### src/rtl/mac_array_pipe.sv
// mac_array_pipe: pipelined unsigned multiply-accumulate unit for framed operand streams.
// S1 registers the operands and flags, S2 registers the array-multiplier product, S3
// presents the product to the accumulate FSM, and the result registers update one edge later.
// Optional feature macro: MAC_SATURATE_EN. When it is defined, an accumulation that carries out
// clamps to all ones for the rest of the frame. When it is undefined, the sum wraps modulo 2^ACC_W.
// In both builds the carry sets out_ovf.
module mac_array_pipe #(
  parameter int WIDTH = 4,
  parameter int ACC_W = 16,
  parameter int CNT_W = 8
) (
  input  logic             clk,
  input  logic             rst,
  input  logic             in_valid,
  input  logic             in_first,
  input  logic             in_last,
  input  logic [WIDTH-1:0] a,
  input  logic [WIDTH-1:0] b,
  output logic             out_valid,
  output logic [ACC_W-1:0] result,
  output logic             out_ovf,
  output logic [CNT_W-1:0] out_cnt,
  output logic             busy
);

  localparam int PW = 2 * WIDTH;

  typedef enum logic [0:0] {IDLE = 1'b0, ACCUM = 1'b1} state_t;

  // Pipeline stage registers
  logic             v1_q, f1_q, l1_q;
  logic [WIDTH-1:0] a1_q, b1_q;
  logic             v2_q, f2_q, l2_q;
  logic [PW-1:0]    p2_q;
  logic             v3_q, f3_q, l3_q;
  logic [PW-1:0]    p3_q;

  // Accumulator and FSM state
  state_t           state_q, state_d;
  logic [ACC_W-1:0] acc_q, acc_d;
  logic [CNT_W-1:0] cnt_q, cnt_d;
  logic             ovf_q, ovf_d;

  // Output registers
  logic             out_valid_q, out_valid_d;
  logic [ACC_W-1:0] result_q, result_d;
  logic             out_ovf_q, out_ovf_d;
  logic [CNT_W-1:0] out_cnt_q, out_cnt_d;

  // Array multiplier: AND partial products summed by a chain of row adders
  logic [PW-1:0] pp   [WIDTH];
  logic [PW-1:0] row  [WIDTH];
  logic [PW-1:0] prod;

  genvar gi;
  generate
    for (gi = 0; gi < WIDTH; gi++) begin : g_rows
      assign pp[gi] = {{WIDTH{1'b0}}, (a1_q & {WIDTH{b1_q[gi]}})} << gi;
      if (gi == 0) begin : g_first
        assign row[gi] = pp[gi];
      end else begin : g_chain
        assign row[gi] = row[gi-1] + pp[gi];
      end
    end
  endgenerate

  assign prod = row[WIDTH-1];

  // Accumulate datapath and next-state signals
  logic             restart;
  logic [ACC_W-1:0] base_acc;
  logic [ACC_W:0]   p_ext;
  logic [ACC_W:0]   sum;
  logic             carry;
  logic             ovf_new;
  logic [ACC_W-1:0] acc_new;
  logic [CNT_W-1:0] cnt_new;

  assign p_ext = {{(ACC_W + 1 - PW){1'b0}}, p3_q};

  // Accumulate arithmetic: a restarting beat (IDLE or a first flag) begins from zero
  always_comb begin
    restart  = (state_q == IDLE) | f3_q;
    base_acc = restart ? {ACC_W{1'b0}} : acc_q;
    sum      = {1'b0, base_acc} + p_ext;
    carry    = sum[ACC_W];
    ovf_new  = (restart ? 1'b0 : ovf_q) | carry;
    if (restart) begin
      cnt_new = {{(CNT_W-1){1'b0}}, 1'b1};
    end else if (cnt_q == {CNT_W{1'b1}}) begin
      cnt_new = cnt_q;
    end else begin
      cnt_new = cnt_q + {{(CNT_W-1){1'b0}}, 1'b1};
    end
`ifdef MAC_SATURATE_EN
    // Once the frame has overflowed it stays clamped until it ends
    acc_new = ovf_new ? {ACC_W{1'b1}} : sum[ACC_W-1:0];
`else
    acc_new = sum[ACC_W-1:0];
`endif
  end

  // Frame FSM: accumulate valid S3 beats, emit and clear on the last beat
  always_comb begin
    state_d     = state_q;
    acc_d       = acc_q;
    cnt_d       = cnt_q;
    ovf_d       = ovf_q;
    out_valid_d = 1'b0;
    result_d    = result_q;
    out_ovf_d   = out_ovf_q;
    out_cnt_d   = out_cnt_q;
    if (v3_q) begin
      case (state_q)
        IDLE, ACCUM: begin
          if (l3_q) begin
            out_valid_d = 1'b1;
            result_d    = acc_new;
            out_ovf_d   = ovf_new;
            out_cnt_d   = cnt_new;
            acc_d       = {ACC_W{1'b0}};
            cnt_d       = {CNT_W{1'b0}};
            ovf_d       = 1'b0;
            state_d     = IDLE;
          end else begin
            acc_d   = acc_new;
            cnt_d   = cnt_new;
            ovf_d   = ovf_new;
            state_d = ACCUM;
          end
        end
        default: begin
          state_d = IDLE;
        end
      endcase
    end else begin
      state_d = state_q;
    end
  end

  // Pipeline, accumulator and output registers with synchronous reset
  always_ff @(posedge clk) begin
    if (rst) begin
      v1_q        <= 1'b0;
      f1_q        <= 1'b0;
      l1_q        <= 1'b0;
      a1_q        <= {WIDTH{1'b0}};
      b1_q        <= {WIDTH{1'b0}};
      v2_q        <= 1'b0;
      f2_q        <= 1'b0;
      l2_q        <= 1'b0;
      p2_q        <= {PW{1'b0}};
      v3_q        <= 1'b0;
      f3_q        <= 1'b0;
      l3_q        <= 1'b0;
      p3_q        <= {PW{1'b0}};
      state_q     <= IDLE;
      acc_q       <= {ACC_W{1'b0}};
      cnt_q       <= {CNT_W{1'b0}};
      ovf_q       <= 1'b0;
      out_valid_q <= 1'b0;
      result_q    <= {ACC_W{1'b0}};
      out_ovf_q   <= 1'b0;
      out_cnt_q   <= {CNT_W{1'b0}};
    end else begin
      v1_q        <= in_valid;
      f1_q        <= in_first;
      l1_q        <= in_last;
      a1_q        <= a;
      b1_q        <= b;
      v2_q        <= v1_q;
      f2_q        <= f1_q;
      l2_q        <= l1_q;
      p2_q        <= prod;
      v3_q        <= v2_q;
      f3_q        <= f2_q;
      l3_q        <= l2_q;
      p3_q        <= p2_q;
      state_q     <= state_d;
      acc_q       <= acc_d;
      cnt_q       <= cnt_d;
      ovf_q       <= ovf_d;
      out_valid_q <= out_valid_d;
      result_q    <= result_d;
      out_ovf_q   <= out_ovf_d;
      out_cnt_q   <= out_cnt_d;
    end
  end

  assign out_valid = out_valid_q;
  assign result    = result_q;
  assign out_ovf   = out_ovf_q;
  assign out_cnt   = out_cnt_q;
  assign busy      = v1_q | v2_q | v3_q | (state_q == ACCUM);

endmodule

### config.mk
export PLATFORM = sky130hd
export DESIGN_NAME = mac_array_pipe
export DESIGN_NICKNAME = d
export VERILOG_FILES = /design/src/rtl/mac_array_pipe.sv
export SDC_FILE = /design/constraint.sdc
export NUM_CORES = 1
export LEC_CHECK = 0
export ABC_CLOCK_PERIOD_IN_PS = 3800
export BUFFER_PORTS_ARGS = -buffer_cell sky130_fd_sc_hd__buf_2
export CAP_MARGIN = 20
export CORE_ASPECT_RATIO = 0.75
export CORE_MARGIN = 5
export CORE_UTILIZATION = 25
export DETAILED_ROUTE_END_ITERATION = 8
export GPL_TIMING_DRIVEN = 0
export MAX_ROUTING_LAYER = met4
export PLACE_DENSITY = 0.43
export SLEW_MARGIN = 10
export SYNTH_ARGS = -nofsm -noshare
export SYNTH_HDL_FRONTEND = slang
export SYNTH_SLANG_ARGS = --single-unit
### constraint.sdc
create_clock -name clk -period 3.8 [get_ports clk]
set_clock_uncertainty 0.15 [all_clocks]
set_input_delay 0.38 -clock clk [delete_from_list [all_inputs] [get_ports clk]]
set_output_delay 0.38 -clock clk [all_outputs]
set_load 0.05 [all_outputs]
Yosys cells after proc, flatten, opt, wreduce, memory -nomap -nowiden

Cells that the tools add are included.

Register bits: 85
Bits in latches: 0
RAM bits: 0
Bits in read-only memories: 0
Input port bits: 13
Output and inout port bits: 27
Word-level logic and storage cells: 49
Memories: 0

Add/sub/neg operators: 5
Multipliers: 0
Div/mod/pow operators: 0
Magnitude comparators: 0
Equal/unequal tests: 1
Shift operators: 0
Multiplexer cells: 9
Bitwise operators: 11
Reductions and logical operators: 2

Operator list:

| operator              | count |
|---|---|
| $mux W16              | 2 |
| $mux W8               | 3 |
| $add A16 B8 Y17       | 1 |
| $and A4 B4 Y4         | 4 |
| $add A7 B7 Y8         | 1 |
| $add A8 B1 Y8 const B | 1 |
| $eq A8 B8 Y1 const B  | 1 |
| $add A6 B6 Y7         | 1 |
| $add A4 B5 Y6         | 1 |
| $or A1 B1 Y1          | 5 |
| $mux W1               | 4 |
| $not A1 Y1            | 2 |
| $reduce_and A2 Y1     | 1 |
| $reduce_or A2 Y1      | 1 |

Longest topological paths before layout

Gate-level depths: netlist of run 1.

Depth after elaboration: 6
Gate-level depth with buffers: 13
Depth with buffers taken out: 13

Worst setup path before layout of run 1

No wires, ideal clock.

Path kind: register to register
From: reg state_q
To: reg acc_q[12]
Setup time: 0.117 ns
Arrival: 2.779 ns
Data required time: 3.533 ns
Slack: 0.754 ns
Stages on the path, launching flop included: 13
Path buffers: 3
Period minus slack after synthesis: 3.046 ns
Cells stage by stage: dfxtp_1 > nor2b_1 > buf_2 > clkbuf_1 > clkbuf_1 > and2_1 > ha_1 > fa_1 > a21o_1 > a221oi_2 > o21ai_4 > nor3b_4 > a32o_1

Longest elaborated chain between the ends: 5

Ends and longest elaborated chain:

| item                   | line | text |
|---|---|---|
| from (decl)            | 39   | `state_t state_q, state_d;` |
| from (signal assigned) | 179  | `state_q <= state_d;` |
| $not A1 Y1             | n/a  |  |
| $or A1 B1 Y1           | 83   | `restart = (state_q == IDLE) \| f3_q;` |
| $mux W16               | 84   | `base_acc = restart ? {ACC_W{1'b0}} : acc_q;` |
| $add A16 B8 Y17        | 85   | `sum = {1'b0, base_acc} + p_ext;` |
| $mux W16               | 116  | `if (l3_q) begin` |
| to (signal assigned)   | 158  | `acc_q <= {ACC_W{1'b0}};` |
| to (decl)              | 40   | `logic [ACC_W-1:0] acc_q, acc_d;` |

Every way passes these cells.
A chain may end at the register's enable or synchronous reset.

Final worst setup path of run 1

From: reg state_q
To: reg ovf_q

Longest elaborated chain between the ends: 6
Elaborated cells on any way between the ends: 7
Classes of those cells: add/sub (1); mux (3); bitwise (3)

Ends and longest elaborated chain:

| item                 | line | text |
|---|---|---|
| $not A1 Y1 (*)       | n/a  |  |
| $or A1 B1 Y1 (*)     | 83   |  |
| $mux W16             | 84   |  |
| $add A16 B8 Y17      | 85   |  |
| $or A1 B1 Y1 (*)     | 87   | `ovf_new = (restart ? 1'b0 : ovf_q) \| carry;` |
| $mux W1 (*)          | 116  |  |
| to (signal assigned) | 182  | `ovf_q <= ovf_d;` |
| to (decl)            | 42   | `logic ovf_q, ovf_d;` |

Mark *: on every way between the ends. The rest lies on a longest branch, timed or not.

==> reports/qor.yml, run 1 <==
drc: 0
dr_total_vias: 3167
crit_path_end_kind: "register"
syn_inst: 437
p_int_uw: 1547
routed_wl_um: 10050
via_per_inst: 4.550
io_buffers: 38
ff2ff_path_depth: 13
cts_tree: "yes"
slowest_stage: "a221oi_2"
syn2layout_area_growth_pct: 20.04
startpoint_type: "register"
die_width_um: 154.8
drtPass1Iterations: 4
worst-path-max-fanout: 10
core_um2: 15320
ant_nets: 0
drive_above_1_share: 0.1426
power.ir.vdd_worst_uv: 224.6
htree_levels: 3
crit_path_start: "state_q"
pin_count: 40
critPathKind: "reg -> reg"
ys_ff_latch: 85
path_clk_slew_ns: 0.06
power_frac_clock: 0.495
avgSynthCellArea_um2: 8.999
ys_top_cells_by_count: "85 x dfxtp_1, 54 x nand2_1, 44 x nor2_1"
grt_pass1_vias: 3075
use_met3: 0.03069
r2r-end: "ovf_q"
fin_crit_sh: 0.9148
stdcell_area_um2: 4721
max_slew_margin: 0.5353
worst-path-stages: 13
grt-busiest-layer: "met1"
numCtsBuffers: 9
critical_path.top_delay_family: "compound AO/OA/AOI/OAI gates"
nFillCells: 1625
grtUsageMet1: 0.1654
synth.distinct_cells: 52
grt_max_degree: 15
grt.total_usage: 0.1175
synthArstFlopShare: 0
dr.first_iter.drc_count: 161
synthTopCellsByArea: "dfxtp_1 43%, ha_1 6.0%, nor2b_1 5.9%, nand2_1 5.2%, a21oi_1 4.2%"
worstHoldPathType: "in -> reg"
ff_latch_area_um2: 1702
n_antenna_cell: 0
syn-cell-area_um2: 3933
p_leak_uw: 0.001920
cp_num_buf_inv: 3
die_y_um: 118.6
netlist.area_leader.share: 0.4327
layout.nets: 524
fmaxAchievable_ghz: 0.2877
dieArea_um2: 18360
crit_end: "ovf_q"
total_power_uw: 1971
synth_edf_count: 0
cts_setup_buffers: 0
regToRegStartpoint: "state_q"
post-route-util: 0.3081
synth_warnings: 0
rsz0062_at_grt: "no"
slowest_delay_ns: 0.41
cp_common_cell: "clkbuf_2"
outcome: "completed"
r2r_slack_ns: 0.32
fp-row-count: 39
powerDensity_nw_per_um2: 417.5
setup_viol: 0
grt_util_met2: 0.1647
slew_viol_final: 0
multi_input_area_um2: 2113
placedInstanceArea_um2: 4379
hold_viol: 0
switching_share: 0.2154
worstPathArrival_ns: 3.54
max_cap_violations: 0
initial_core_util: 0.2567
cp.required_ns: 3.86
syn-num-nets: 475
post-synth-top-count-cell: "dfxtp_1"
post-dp-hpwl_um: 7364
switchingPower_uw: 424.5
tightest_slew_ns: 0.6956
finalSetupTns_ns: 0
antenna_found_initial: 0
ys_seq_area_frac: 0.4327
p_comb_frac: 0.042
yosys.area.top_type: "dfxtp_1"
grt_pass1_wl_um: 16410
synthFlopType: "dfxtp_1"
avgRoutedWirePerCell_um: 14.44
crit_path_cell_trace: "nor2b_1, buf_2, clkbuf_2, clkbuf_2, and2_1, ha_1, fa_1, a21o_1, a221oi_2, o21ai_4, nor3b_4, a32oi_1, nor2_1"
overflow: 0
pwr-share-seq: 0.463
hold_buffers: 0
insertion_delay_ns: 0.35
clock_sinks: 85
cts-root-buf: "clkbuf_16"
place.gp.congestion: 0.8191
cts_buffer_depth: 2
finalCriticalPeriod_ns: 3.476
-- power by group through the flow --
stage          Clock (µW)  Combinational (µW)  Sequential (µW)
2_1_floorplan           0                54.7              931
3_3_place_gp            0                83.6              933
3_5_place_dp            0                84.4              933
5_1_grt              1040                92.8              915
6_report              975                82.5              913
4_1_cts              1000                84.7              913
-- per-stage QoR --
stage	hold slack, ns	std cells	setup WS [ns]
2_1_floorplan	0.2638	437	0.7540
3_3_place_gp	0.2756	680	0.04833
3_5_place_dp	0.2734	680	0.04645
4_1_cts	0.08055	696	0.08734
5_1_grt	0.08865	696	0.1574
6_report	0.09142	696	0.3238
-- how the worst min path moves through the flow --
stage	end	slack (ns)	startpoint	cells past startpoint
after floorplan	f2_q	0.26	f1_q	1
after global placement	f2_q	0.28	f1_q	1
after detailed placement	p3_q[4]	0.27	p2_q[4]	1
after CTS	b1_q[1]	0.08	b[1]	2
after global routing	f1_q	0.09	in_first	2
final	b1_q[1]	0.09	b[1]	2
-- kinds of logic (layout without fill, tap and decap cells) --
group / after synthesis / in the layout / synth area share
simple gates: 185 / 185 / 0.2351
fa+ha+maj: 25 / 25 / 0.09100
compound gates: 88 / 88 / 0.1604
xor+xnor: 19 / 19 / 0.04232
mux: 3 / 3 / 0.007636
buf+inv: 32 / 86 / 0.03086
flops: 85 / 85 / 0.4327
-- cell usage in the layout (no fill, tap or decap), types with 2 or more instances in the layout --
master     instances
dfxtp_1           85
nand2_1           54
nor2_1            44
buf_2             39
nor2b_1           37
a21oi_1           32
and2_1            20
ha_1              19
clkbuf_1          17
o21ai_0           11
xor2_1            11
inv_1              9
clkbuf_16          9
xnor2_1            8
a22o_1             7
nor3_1             7
nand3_1            6
a211oi_1           6
fa_1               6
nand2b_1           4
buf_1              3
mux2i_1            3
a21o_1             3
a22oi_1            3
a31oi_1            3
o22ai_1            3
a32o_1             3
clkbuf_2           2
nand4_1            2
o21a_1             2
nand3b_1           2
clkbuf_8           2
clkinv_4           2
bufinv_16          2
-- routing by layer --
| layer | share of wire | wire length (µm) | up-vias |
|---|---|---|---|
| met1 | 0.52 | 5273 | 1504 |
| met4 | 0.012 | 122 | 0 |
| met5 | 0 | 0 | - |
| met3 | 0.050 | 505 | 7 |
| met2 | 0.41 | 4149 | 72 |
| li1 | - | - | 1584 |
-- registers in the layout, indices dropped and copies added (netlist names), 4 cells and up --
signal   count
out_cnt      8
p3_q         8
cnt_q        8
p2_q         8
acc_q       16
a1_q         4
result      16
b1_q         4
-- layout make-up --
| cell class | count | share of cell area |
|---|---|---|
| inverter | 9 | 0.007156 |
| timing repair buffer | 38 | 0.04029 |
| clock buffer | 11 | 0.05354 |
| sequential | 85 | 0.3605 |
| buffer | 23 | 0.01908 |
| tap | 205 | 0.05433 |
| multi-input combinational | 320 | 0.4477 |
| clock inverter | 5 | 0.01749 |
-- repair_timing --
action	in CTS	in global routing
setup endpoints to repair	1	18
cloned	0	0
pin swaps	0	0
resized for setup	1	4
endpoints found under the hold margin	0	0
Note: power is estimated with default switching activity, not from simulation.
==> run 2, diff against run 1 <==
--- a/config.mk
+++ b/config.mk
@@ -10,11 +10,11 @@
 export CAP_MARGIN = 20
 export CORE_ASPECT_RATIO = 0.75
 export CORE_MARGIN = 5
-export CORE_UTILIZATION = 25
+export CORE_UTILIZATION = 58
 export DETAILED_ROUTE_END_ITERATION = 8
 export GPL_TIMING_DRIVEN = 0
 export MAX_ROUTING_LAYER = met4
-export PLACE_DENSITY = 0.43
+export PLACE_DENSITY = 0.82
 export SLEW_MARGIN = 10
 export SYNTH_ARGS = -nofsm -noshare
 export SYNTH_HDL_FRONTEND = slang
==> run 2 against run 1 <==
Net effect: critical path depth is the same; critical path type unchanged; count of clock-buffer cells in the layout shrank 1; register-to-register slack lost 0.02 ns; first-iteration DRC count grew 23%; cell count shrank 17%; sequential share of layout area grew 2.5 points.
==> reports/qor.yml, run 2 (synthesis gave the netlist of run 1 again) <==
outcome: "completed"
cts-root-buf: "clkbuf_8"
cp.required_ns: 3.87
via_per_inst: 5.602
nFillCells: 558
initial_core_util: 0.5868
die_width_um: 105.1
fp-row-count: 26
worst-path-max-fanout: 10
numCtsBuffers: 9
htree_levels: 3
final_common_cell: "dfxtp_1"
grt_pass1_wl_um: 14520
regToRegStartpoint: "state_q"
final_cell_mix: "85 x dfxtp_1, 54 x nand2_1, 44 x nor2_1"
post-dp-hpwl_um: 6381
path_clk_slew_ns: 0.09
dr.first_iter.drc_count: 198
crit_path_end_kind: "register"
grt.total_usage: 0.2191
crit_path_start: "state_q"
pwr-share-seq: 0.583
overflow: 0
dp_slack_ns: 0.1897
n_antenna_cell: 0
finalSetupTns_ns: 0
worst_slack_ns: 0.3031
powerDensity_nw_per_um2: 354.8
fin_crit_sh: 0.9202
place.gp.congestion: 0.9248
drc: 0
tightest_slew_ns: 0.6821
p_int_uw: 1173
r2r-end: "ovf_q"
dr_total_vias: 3221
cts_setup_buffers: 0
p_comb_frac: 0.051
pin_count: 40
setup_viol: 0
antenna_found_initial: 0
total_power_uw: 1565
switching_share: 0.2500
worstHoldStart: "b[3]"
layout.nets: 524
r2r_slack_ns: 0.30
whs_path_depth: 2
grt_pass1_vias: 3137
routed_wl_um: 8558
min_to: "b1_q[3]"
hold_viol: 0
worstPathArrival_ns: 3.57
grt_max_degree: 16
rsz0062_at_grt: "no"
max_cap_violations: 0
syn2layout_area_growth_pct: 12.12
fmaxAchievable_ghz: 0.2860
critPathKind: "reg -> reg"
drtPass1Iterations: 4
drive_above_1_share: 0.1405
ff2ff_path_depth: 13
worstHoldPathType: "in -> reg"
cts_tree: "yes"
p_leak_uw: 0.001830
switchingPower_uw: 391.2
power.ir.vdd_worst_uv: 245.4
core_um2: 6701
insertion_delay_ns: 0.36
finalCriticalPeriod_ns: 3.497
slew_viol_final: 0
clock_sinks: 85
cts_buffer_depth: 2
startpoint_type: "register"
die_y_um: 81.31
dieArea_um2: 8544
io_buffers: 38
avgRoutedWirePerCell_um: 14.88
max_slew_margin: 0.5443
power_frac_clock: 0.366
ant_nets: 0
[run 2: changes by cell type in the layout (fill, tap and decap cells not counted)]
cell | before | now
clkinvlp_4 | 0 | 4
inv_6 | 0 | 1
clkbuf_8 | 2 | 9
bufinv_16 | 2 | 0
clkbuf_1 | 17 | 18
clkinv_2 | 1 | 0
clkinv_4 | 2 | 1
clkbuf_16 | 9 | 0
[run 2: worst max path at each step]
stage                      to  slack (ns)  depth (start not counted)
floorplan           acc_q[12]        0.75                         12
detailed placement  acc_q[12]        0.19                         13
finish                  ovf_q        0.30                         13
global route        acc_q[14]        0.12                         13
CTS                 acc_q[12]        0.16                         13
global placement    acc_q[11]        0.22                         11
[run 2: per-layer routing]
layer | global-route usage | wire, µm
met3 | 0.05957 | 653
met5 | - | 0
met1 | 0.2846 | 3966
met4 | 0.07280 | 55
met2 | 0.3335 | 3883
[run 2: through the flow]
stage | area [µm²] | utilization | hold slack (ns) | std cells
floorplan | 3933 | - | 0.2638 | 437
global placement | 4228 | 0.6309 | 0.2651 | 559
finish | 4409 | 0.6580 | 0.07678 | 575
global route | 4409 | 0.6580 | 0.06298 | 575
detailed placement | 4228 | 0.6309 | 0.2756 | 559
CTS | 4403 | 0.6570 | 0.06453 | 575
[run 2: area by class of cell]
class | instances | area, µm² | area share
Buffer | 23 | 90.09 | 0.02043
Clock buffer | 10 | 127.6 | 0.02894
Clock inverter | 6 | 47.55 | 0.01078
Inverter | 9 | 33.78 | 0.007662
Multi-Input combinational cell | 320 | 2113 | 0.4793
Sequential cell | 85 | 1702 | 0.3859
Tap cell | 84 | 105.1 | 0.02384
Timing Repair Buffer | 38 | 190.2 | 0.04313
[run 2: what timing repair did]
| action | in CTS | in global routing |
|---|---|---|
| gates resized for setup | 0 | 5 |
| setup endpoints to repair | 0 | 17 |
| hold buffers | 0 | 0 |
[run 2: worst max-delay path: stages, from the launching register on]
cell and delay [ns]:
dfxtp_1 0.34, nor2b_1 0.13, buf_2 0.16, clkbuf_2 0.21, clkbuf_2 0.24, and2_1 0.20
ha_1 0.21, fa_1 0.41, a21o_1 0.23, a221oi_2 0.41, o21ai_4 0.17, nor3b_4 0.21
a32oi_1 0.24, nor2_1 0.06
[run 2: power by group through the flow]
| stage | combinational [µW] | sequential (µW) | clock (µW) |
|---|---|---|---|
| finish | 79.4 | 912 | 573 |
| global route | 89.0 | 914 | 623 |
| CTS | 79.5 | 912 | 582 |
| detailed placement | 79.1 | 933 | 0 |
| global placement | 77.2 | 932 | 0 |
| floorplan | 54.7 | 931 | 0 |
